<file path="src/rtl/rps_pkg.sv">
// Shared encodings for the rock-paper-scissors judge and match tracker.
package rps_pkg;

  typedef enum logic [1:0] {
    ROCK     = 2'b00,
    PAPER    = 2'b01,
    SCISSORS = 2'b10
  } move_e;

  typedef enum logic [1:0] {
    NONE  = 2'b00,
    P1WIN = 2'b01,
    P2WIN = 2'b10,
    TIE   = 2'b11
  } result_e;

  typedef enum logic [2:0] {
    ST_IDLE     = 3'd0,
    ST_ARM      = 3'd1,
    ST_WAIT_CLR = 3'd2,
    ST_WAIT_RES = 3'd3,
    ST_TALLY    = 3'd4,
    ST_DONE     = 3'd5
  } trk_state_e;

  localparam logic [1:0] WIN_NONE = 2'b00;
  localparam logic [1:0] WIN_P1   = 2'b01;
  localparam logic [1:0] WIN_P2   = 2'b10;

endpackage

</file>
<file path="src/rtl/rps_sat_counter.sv">
// Up-counter with synchronous clear; optionally holds at all-ones instead of wrapping.
module rps_sat_counter #(
  parameter int W   = 4,
  parameter bit SAT = 1'b1
) (
  input  logic         clk,
  input  logic         rst,
  input  logic         clr,
  input  logic         inc,
  output logic [W-1:0] count
);

  logic [W-1:0] r_count;
  logic         w_full;

  assign w_full = SAT && (r_count == {W{1'b1}});

  // Count register: clear wins over increment.
  always_ff @(posedge clk or posedge rst) begin
    if (rst) begin
      r_count <= '0;
    end else if (clr) begin
      r_count <= '0;
    end else if (inc && !w_full) begin
      r_count <= r_count + W'(1);
    end else begin
      r_count <= r_count;
    end
  end

  assign count = r_count;

endmodule

</file>
<file path="src/rtl/rps_match_tracker.sv">
// Match controller: starts rounds on the judge, captures verdicts after a
// ready 1->0->1 handshake, keeps scores and declares the match winner.
module rps_match_tracker
  import rps_pkg::*;
#(
  parameter int WINS_NEEDED = 2,
  parameter int SCORE_W     = 4,
  parameter int TIMEOUT_CYC = 1000000
) (
  input  logic               clk,
  input  logic               rst,
  input  logic               next_round,
  input  logic               new_match,
  input  logic [1:0]         result,
  input  logic               ready,
  output logic               round_start,
  output logic [SCORE_W-1:0] p1_score,
  output logic [SCORE_W-1:0] p2_score,
  output logic [SCORE_W-1:0] ties,
  output logic               busy,
  output logic               match_over,
  output logic [1:0]         winner,
  output logic               timeout_err
);

  localparam int                 TMO_W    = $clog2(TIMEOUT_CYC);
  localparam logic [TMO_W-1:0]   TMO_LAST = TMO_W'(TIMEOUT_CYC - 1);
  localparam logic [SCORE_W-1:0] WIN_M1   = SCORE_W'(WINS_NEEDED - 1);

  trk_state_e       r_state;
  trk_state_e       w_state_nxt;
  logic [TMO_W-1:0] r_tmo;
  result_e          r_result;
  logic [1:0]       r_winner;
  logic             r_tmo_err;
  logic             r_round_start;
  logic             r_busy;
  logic             r_match_over;

  logic               w_tmo_hit;
  logic               w_p1_hit;
  logic               w_p2_hit;
  logic               w_inc_p1;
  logic               w_inc_p2;
  logic               w_inc_tie;
  logic [SCORE_W-1:0] w_p1;
  logic [SCORE_W-1:0] w_p2;
  logic [SCORE_W-1:0] w_ties;

  // A player wins when this tally lifts their score from WINS_NEEDED-1.
  assign w_p1_hit  = (r_result == P1WIN) && (w_p1 == WIN_M1);
  assign w_p2_hit  = (r_result == P2WIN) && (w_p2 == WIN_M1);
  assign w_inc_p1  = (r_state == ST_TALLY) && (r_result == P1WIN);
  assign w_inc_p2  = (r_state == ST_TALLY) && (r_result == P2WIN);
  assign w_inc_tie = (r_state == ST_TALLY) && (r_result == TIE);

  // Next-state decode; new_match overrides every other transition.
  always_comb begin
    w_state_nxt = r_state;
    w_tmo_hit   = 1'b0;
    if (new_match) begin
      w_state_nxt = ST_IDLE;
    end else begin
      case (r_state)
        ST_IDLE:     w_state_nxt = next_round ? ST_ARM : ST_IDLE;
        ST_ARM:      w_state_nxt = ST_WAIT_CLR;
        ST_WAIT_CLR: begin
          if (r_tmo == TMO_LAST) begin
            w_tmo_hit   = 1'b1;
            w_state_nxt = ST_IDLE;
          end else if (!ready) begin
            w_state_nxt = ST_WAIT_RES;
          end else begin
            w_state_nxt = ST_WAIT_CLR;
          end
        end
        ST_WAIT_RES: begin
          if (r_tmo == TMO_LAST) begin
            w_tmo_hit   = 1'b1;
            w_state_nxt = ST_IDLE;
          end else if (ready) begin
            w_state_nxt = ST_TALLY;
          end else begin
            w_state_nxt = ST_WAIT_RES;
          end
        end
        ST_TALLY:    w_state_nxt = (w_p1_hit || w_p2_hit) ? ST_DONE : ST_IDLE;
        ST_DONE:     w_state_nxt = ST_DONE;
        default:     w_state_nxt = ST_IDLE;
      endcase
    end
  end

  // State, registered status outputs, timeout counter and verdict latch.
  always_ff @(posedge clk or posedge rst) begin
    if (rst) begin
      r_state       <= ST_IDLE;
      r_tmo         <= '0;
      r_result      <= NONE;
      r_winner      <= WIN_NONE;
      r_tmo_err     <= 1'b0;
      r_round_start <= 1'b0;
      r_busy        <= 1'b0;
      r_match_over  <= 1'b0;
    end else begin
      r_state       <= w_state_nxt;
      r_round_start <= (w_state_nxt == ST_ARM);
      r_busy        <= (w_state_nxt == ST_ARM) || (w_state_nxt == ST_WAIT_CLR) ||
                       (w_state_nxt == ST_WAIT_RES);
      r_match_over  <= (w_state_nxt == ST_DONE);

      if ((r_state == ST_WAIT_CLR) || (r_state == ST_WAIT_RES)) begin
        r_tmo <= r_tmo + TMO_W'(1);
      end else begin
        r_tmo <= '0;
      end

      if (w_state_nxt == ST_TALLY) begin
        r_result <= result_e'(result);
      end else begin
        r_result <= r_result;
      end

      if (new_match) begin
        r_winner  <= WIN_NONE;
        r_tmo_err <= 1'b0;
      end else begin
        if (w_tmo_hit) begin
          r_tmo_err <= 1'b1;
        end else begin
          r_tmo_err <= r_tmo_err;
        end
        if ((r_state == ST_TALLY) && w_p1_hit) begin
          r_winner <= WIN_P1;
        end else if ((r_state == ST_TALLY) && w_p2_hit) begin
          r_winner <= WIN_P2;
        end else begin
          r_winner <= r_winner;
        end
      end
    end
  end

  rps_sat_counter #(.W(SCORE_W), .SAT(1'b0)) u_p1_cnt (
    .clk(clk), .rst(rst), .clr(new_match), .inc(w_inc_p1), .count(w_p1)
  );

  rps_sat_counter #(.W(SCORE_W), .SAT(1'b0)) u_p2_cnt (
    .clk(clk), .rst(rst), .clr(new_match), .inc(w_inc_p2), .count(w_p2)
  );

  rps_sat_counter #(.W(SCORE_W), .SAT(1'b1)) u_tie_cnt (
    .clk(clk), .rst(rst), .clr(new_match), .inc(w_inc_tie), .count(w_ties)
  );

  assign round_start = r_round_start;
  assign p1_score    = w_p1;
  assign p2_score    = w_p2;
  assign ties        = w_ties;
  assign busy        = r_busy;
  assign match_over  = r_match_over;
  assign winner      = r_winner;
  assign timeout_err = r_tmo_err;

endmodule
</file>
<file path="config.mk">
export PLATFORM = sky130hd
export DESIGN_NAME = rps_match_tracker
export DESIGN_NICKNAME = d
export VERILOG_FILES = /design/src/rtl/rps_pkg.sv /design/src/rtl/rps_sat_counter.sv /design/src/rtl/rps_match_tracker.sv
export SDC_FILE = /design/constraint.sdc
export NUM_CORES = 1
export LEC_CHECK = 0
export ABC_AREA = 1
export CORE_AREA = 2 2 80 82
export CTS_CLUSTER_DIAMETER = 150
export DETAILED_ROUTE_END_ITERATION = 6
export DIE_AREA = 0 0 82 84
export MAX_ROUTING_LAYER = met4
export PLACE_DENSITY = 0.55
export SETUP_SLACK_MARGIN = 0.05
export SYNTH_ARGS = -nofsm -noshare
export SYNTH_HDL_FRONTEND = slang
export SYNTH_SLANG_ARGS = --single-unit
export TNS_END_PERCENT = 30
</file>
<file path="constraint.sdc">
create_clock -name clk -period 2.7 [get_ports clk]
set_input_delay 0.54 -clock clk [delete_from_list [all_inputs] [get_ports clk]]
set_output_delay 0.54 -clock clk [all_outputs]
set_load 0.005 [all_outputs]
</file>
==> impl_metrics.env <==
export IMPL_status="finished, final reports clean"
export IMPL_path_delay_family="buffers and inverters"
export IMPL_ios=25
export IMPL_irDropWorstVdd_mv=0.173
export IMPL_cp_max_fo=5
export IMPL_drt_vias_per_instance=4.83
export IMPL_synthFlopType="dfrtp_1"
export IMPL_cp_cell_sequence="clkdlybuf4s50_1"
export IMPL_path_clk_slew_ns=0.08
export IMPL_yosysTopAreaCellShare_pct=47.9
export IMPL_firstDrtPassIters=4
export IMPL_grt_max_degree=38
export IMPL_dp_cells=373
export IMPL_clockBufferDepth=2
export IMPL_grt_overflow=0
export IMPL_worst_path_buf_inv=1
export IMPL_num_vias=1840
export IMPL_multiInputGateArea_um2=995
export IMPL_grtUsageTotal_pct=16.1
export IMPL_seq_area_frac_synth_pct=47.9
export IMPL_avgRoutedWirePerCell_um=12.3
export IMPL_cts_setup_buffers=0
export IMPL_ys_warn_count=0
export IMPL_rsz0062_at_grt="false"
export IMPL_cts_tree="built"
export IMPL_synth_area_leaders="dfrtp_1 48%, nor2_1 6.7%, inv_1 5.5%"
export IMPL_slew_violations=0
export IMPL_antenna_found_initial=0
export IMPL_synth_cells=273
export IMPL_synth_area_um2=2250
export IMPL_wl_um=4700
export IMPL_die_w_um=82
export IMPL_endpoint_kind="primary output"
export IMPL_drc=0
export IMPL_h_tree_depth=2
export IMPL_period_needed_ns=1.81
export IMPL_initialDrtViolationCount=119
export IMPL_hpwlAfterDp_um=3430
export IMPL_hp_class="input port to asynchronous set/reset pin"
export IMPL_fmax_mhz=553
export IMPL_finalSetupViolations=0
export IMPL_regArea_um2=1080
export IMPL_fin_tns_setup_ns=0
export IMPL_start_kind="flop"
export IMPL_grt_pass1_wl_um=8290
export IMPL_drive_above_1_share_pct=15.1
export IMPL_antennaDiodeCount=0
export IMPL_ant_nets=0
export IMPL_io_buffers=24
export IMPL_cts_hold_buf=0
export IMPL_numCtsBuffers=5
export IMPL_synth_edf_count=0
export IMPL_fin_crit_sh_pct=67.0
export IMPL_critPathMaxStageDelay_ns=0.53
export IMPL_rows=29
export IMPL_core_um2=6100
export IMPL_synth_largest_area_cell="dfrtp_1"
export IMPL_power_leakage_nw=1.13
export IMPL_clk_latency_ns=0.30
export IMPL_clock_skew_ns=0.00901
export IMPL_ys_types=28
export IMPL_path_class="flop to primary output"
export IMPL_worst_slew_pin_slew_ns=0.443
export IMPL_ys_ff_latch=43
export IMPL_first_global_vias=1790
export IMPL_start_util_pct=36.9
export IMPL_area_growth_pct=20.1
export IMPL_crit_arrival_ns=1.27
export IMPL_hold_viol_final=0
export IMPL_cap_violations=0
export IMPL_critical_path_slowest_cell="clkdlybuf4s50_1"
export IMPL_whs_ns=0.458
export IMPL_cp_required_ns=2.16
export IMPL_clock_sinks=43
export IMPL_fillers=618
export IMPL_synth_async_reset_ratio_pct=100
export IMPL_instances_no_fill=381
export IMPL_slew_headroom_pct=70.4
export IMPL_finalPower_w=0.00125
export IMPL_dieHeight_um=84
export IMPL_avgSynthCellArea_um2=8.24
export IMPL_syn_nets=286
export IMPL_cts_root_buffer="clkbuf_8"
export IMPL_place_congestion=0.764
export IMPL_cts_resized=0
export IMPL_layout_nets=316
export IMPL_powerDensity_nw_per_um2=461
export IMPL_die_area_um2=6890
==> registers in the layout, summed over array words and instances (netlist names) <==
name and cells:
r_state 3, u_tie_cnt.count 4, u_p1_cnt.count 4, round_start 1, r_tmo 20, match_over 1
busy 1, winner 2, timeout_err 1, r_result 2, u_p2_cnt.count 4
==> per-stage QoR <==
stage,setup WS (ns),cell area [um^2],util [%]
global placement,0.908,2600,42.7
global route,0.829,2700,44.3
detailed placement,0.893,2600,42.7
CTS,0.876,2700,44.3
finish,0.891,2700,44.3
floorplan,1.16,2250,-
==> path summary, 6_finish.rpt <==
kind                            cells past startpoint              start           endpoint  slack (ns)
worst min register to register                      1           r_tmo[0]           r_tmo[0]        0.47
worst min-delay path                                2                rst  u_p2_cnt.count[2]        0.46
max in group asynchronous                           3                rst         r_state[1]        1.76
min in group clk                                    1           r_tmo[0]           r_tmo[0]        0.47
worst max register to register                     10           r_tmo[0]        r_result[1]        1.05
worst max-delay path                                1  u_p2_cnt.count[0]        p2_score[0]        0.89
==> placed cells by master, fill, tap and decap left out, types with 3 or more instances in the layout <==
cell,synthesis,routed
nand3_1,19,19
clkbuf_8,0,7
nor3_2,3,3
nand4_1,3,3
a21oi_1,20,20
nor2_2,7,7
nor3_1,9,9
o21ai_1,5,5
clkdlybuf4s50_1,0,24
dfrtp_1,43,43
nand3_2,4,4
nand2_1,33,33
nand2_2,8,8
inv_2,8,8
nor2_1,40,40
ha_1,6,6
a211oi_1,4,4
inv_1,33,32
o21ai_0,12,12
==> layout make-up <==
class	instances	share of cell area (%)
multi-input cells	184	36.8
inverters	42	5.88
repair buffers	27	10.2
well taps	77	3.57
clock buffers	8	3.71
flip-flops and latches	43	39.8
==> report_power, final <==
group | total [W] | internal [W] | leakage [nW] | switching, W
clock | 0.000458 | 0.000234 | 0.0515 | 0.000224
combinational | 0.000111 | 0.0000416 | 0.487 | 0.0000694
sequential | 0.000678 | 0.000660 | 0.595 | 0.0000176
total | 0.00125 | 0.000936 | 1.13 | 0.000311
==> Yosys cell counts, types with 2 or more instances <==
master and instances:
nand2_1 33, buf_2 3, inv_2 8, nand3_2 4
o21ai_1 5, nor2_1 40, nand2_2 8, nor2_2 7
nor3_1 9, inv_1 33, a211oi_2 2, nand4_1 3
nor3_2 3, nand3_1 19, dfrtp_1 43, a211oi_1 4
o21ai_0 12, nor2_4 2, a31oi_1 2, ha_1 6
a21oi_1 20
==> per-layer routing <==
metal	GRT usage (%)	part of all wire, %
met1	21.3	47
met4	5.15	1.4
met5	-	0
met3	4.00	3.4
met2	24.2	48
==> cell families (layout without fill, tap and decap cells) <==
family	count (synthesis)	count (layout)	share of synthesized area (%)
AND/OR/NAND/NOR	129	129	27.8
adder cells (fa/ha/maj)	6	6	3.34
AO/OA/AOI/OAI	47	47	12.3
XOR/XNOR	2	2	0.779
flip-flops	43	43	47.9
buffers and inverters	46	77	7.90
No activity file was read; power rests on OpenSTA's default activity.
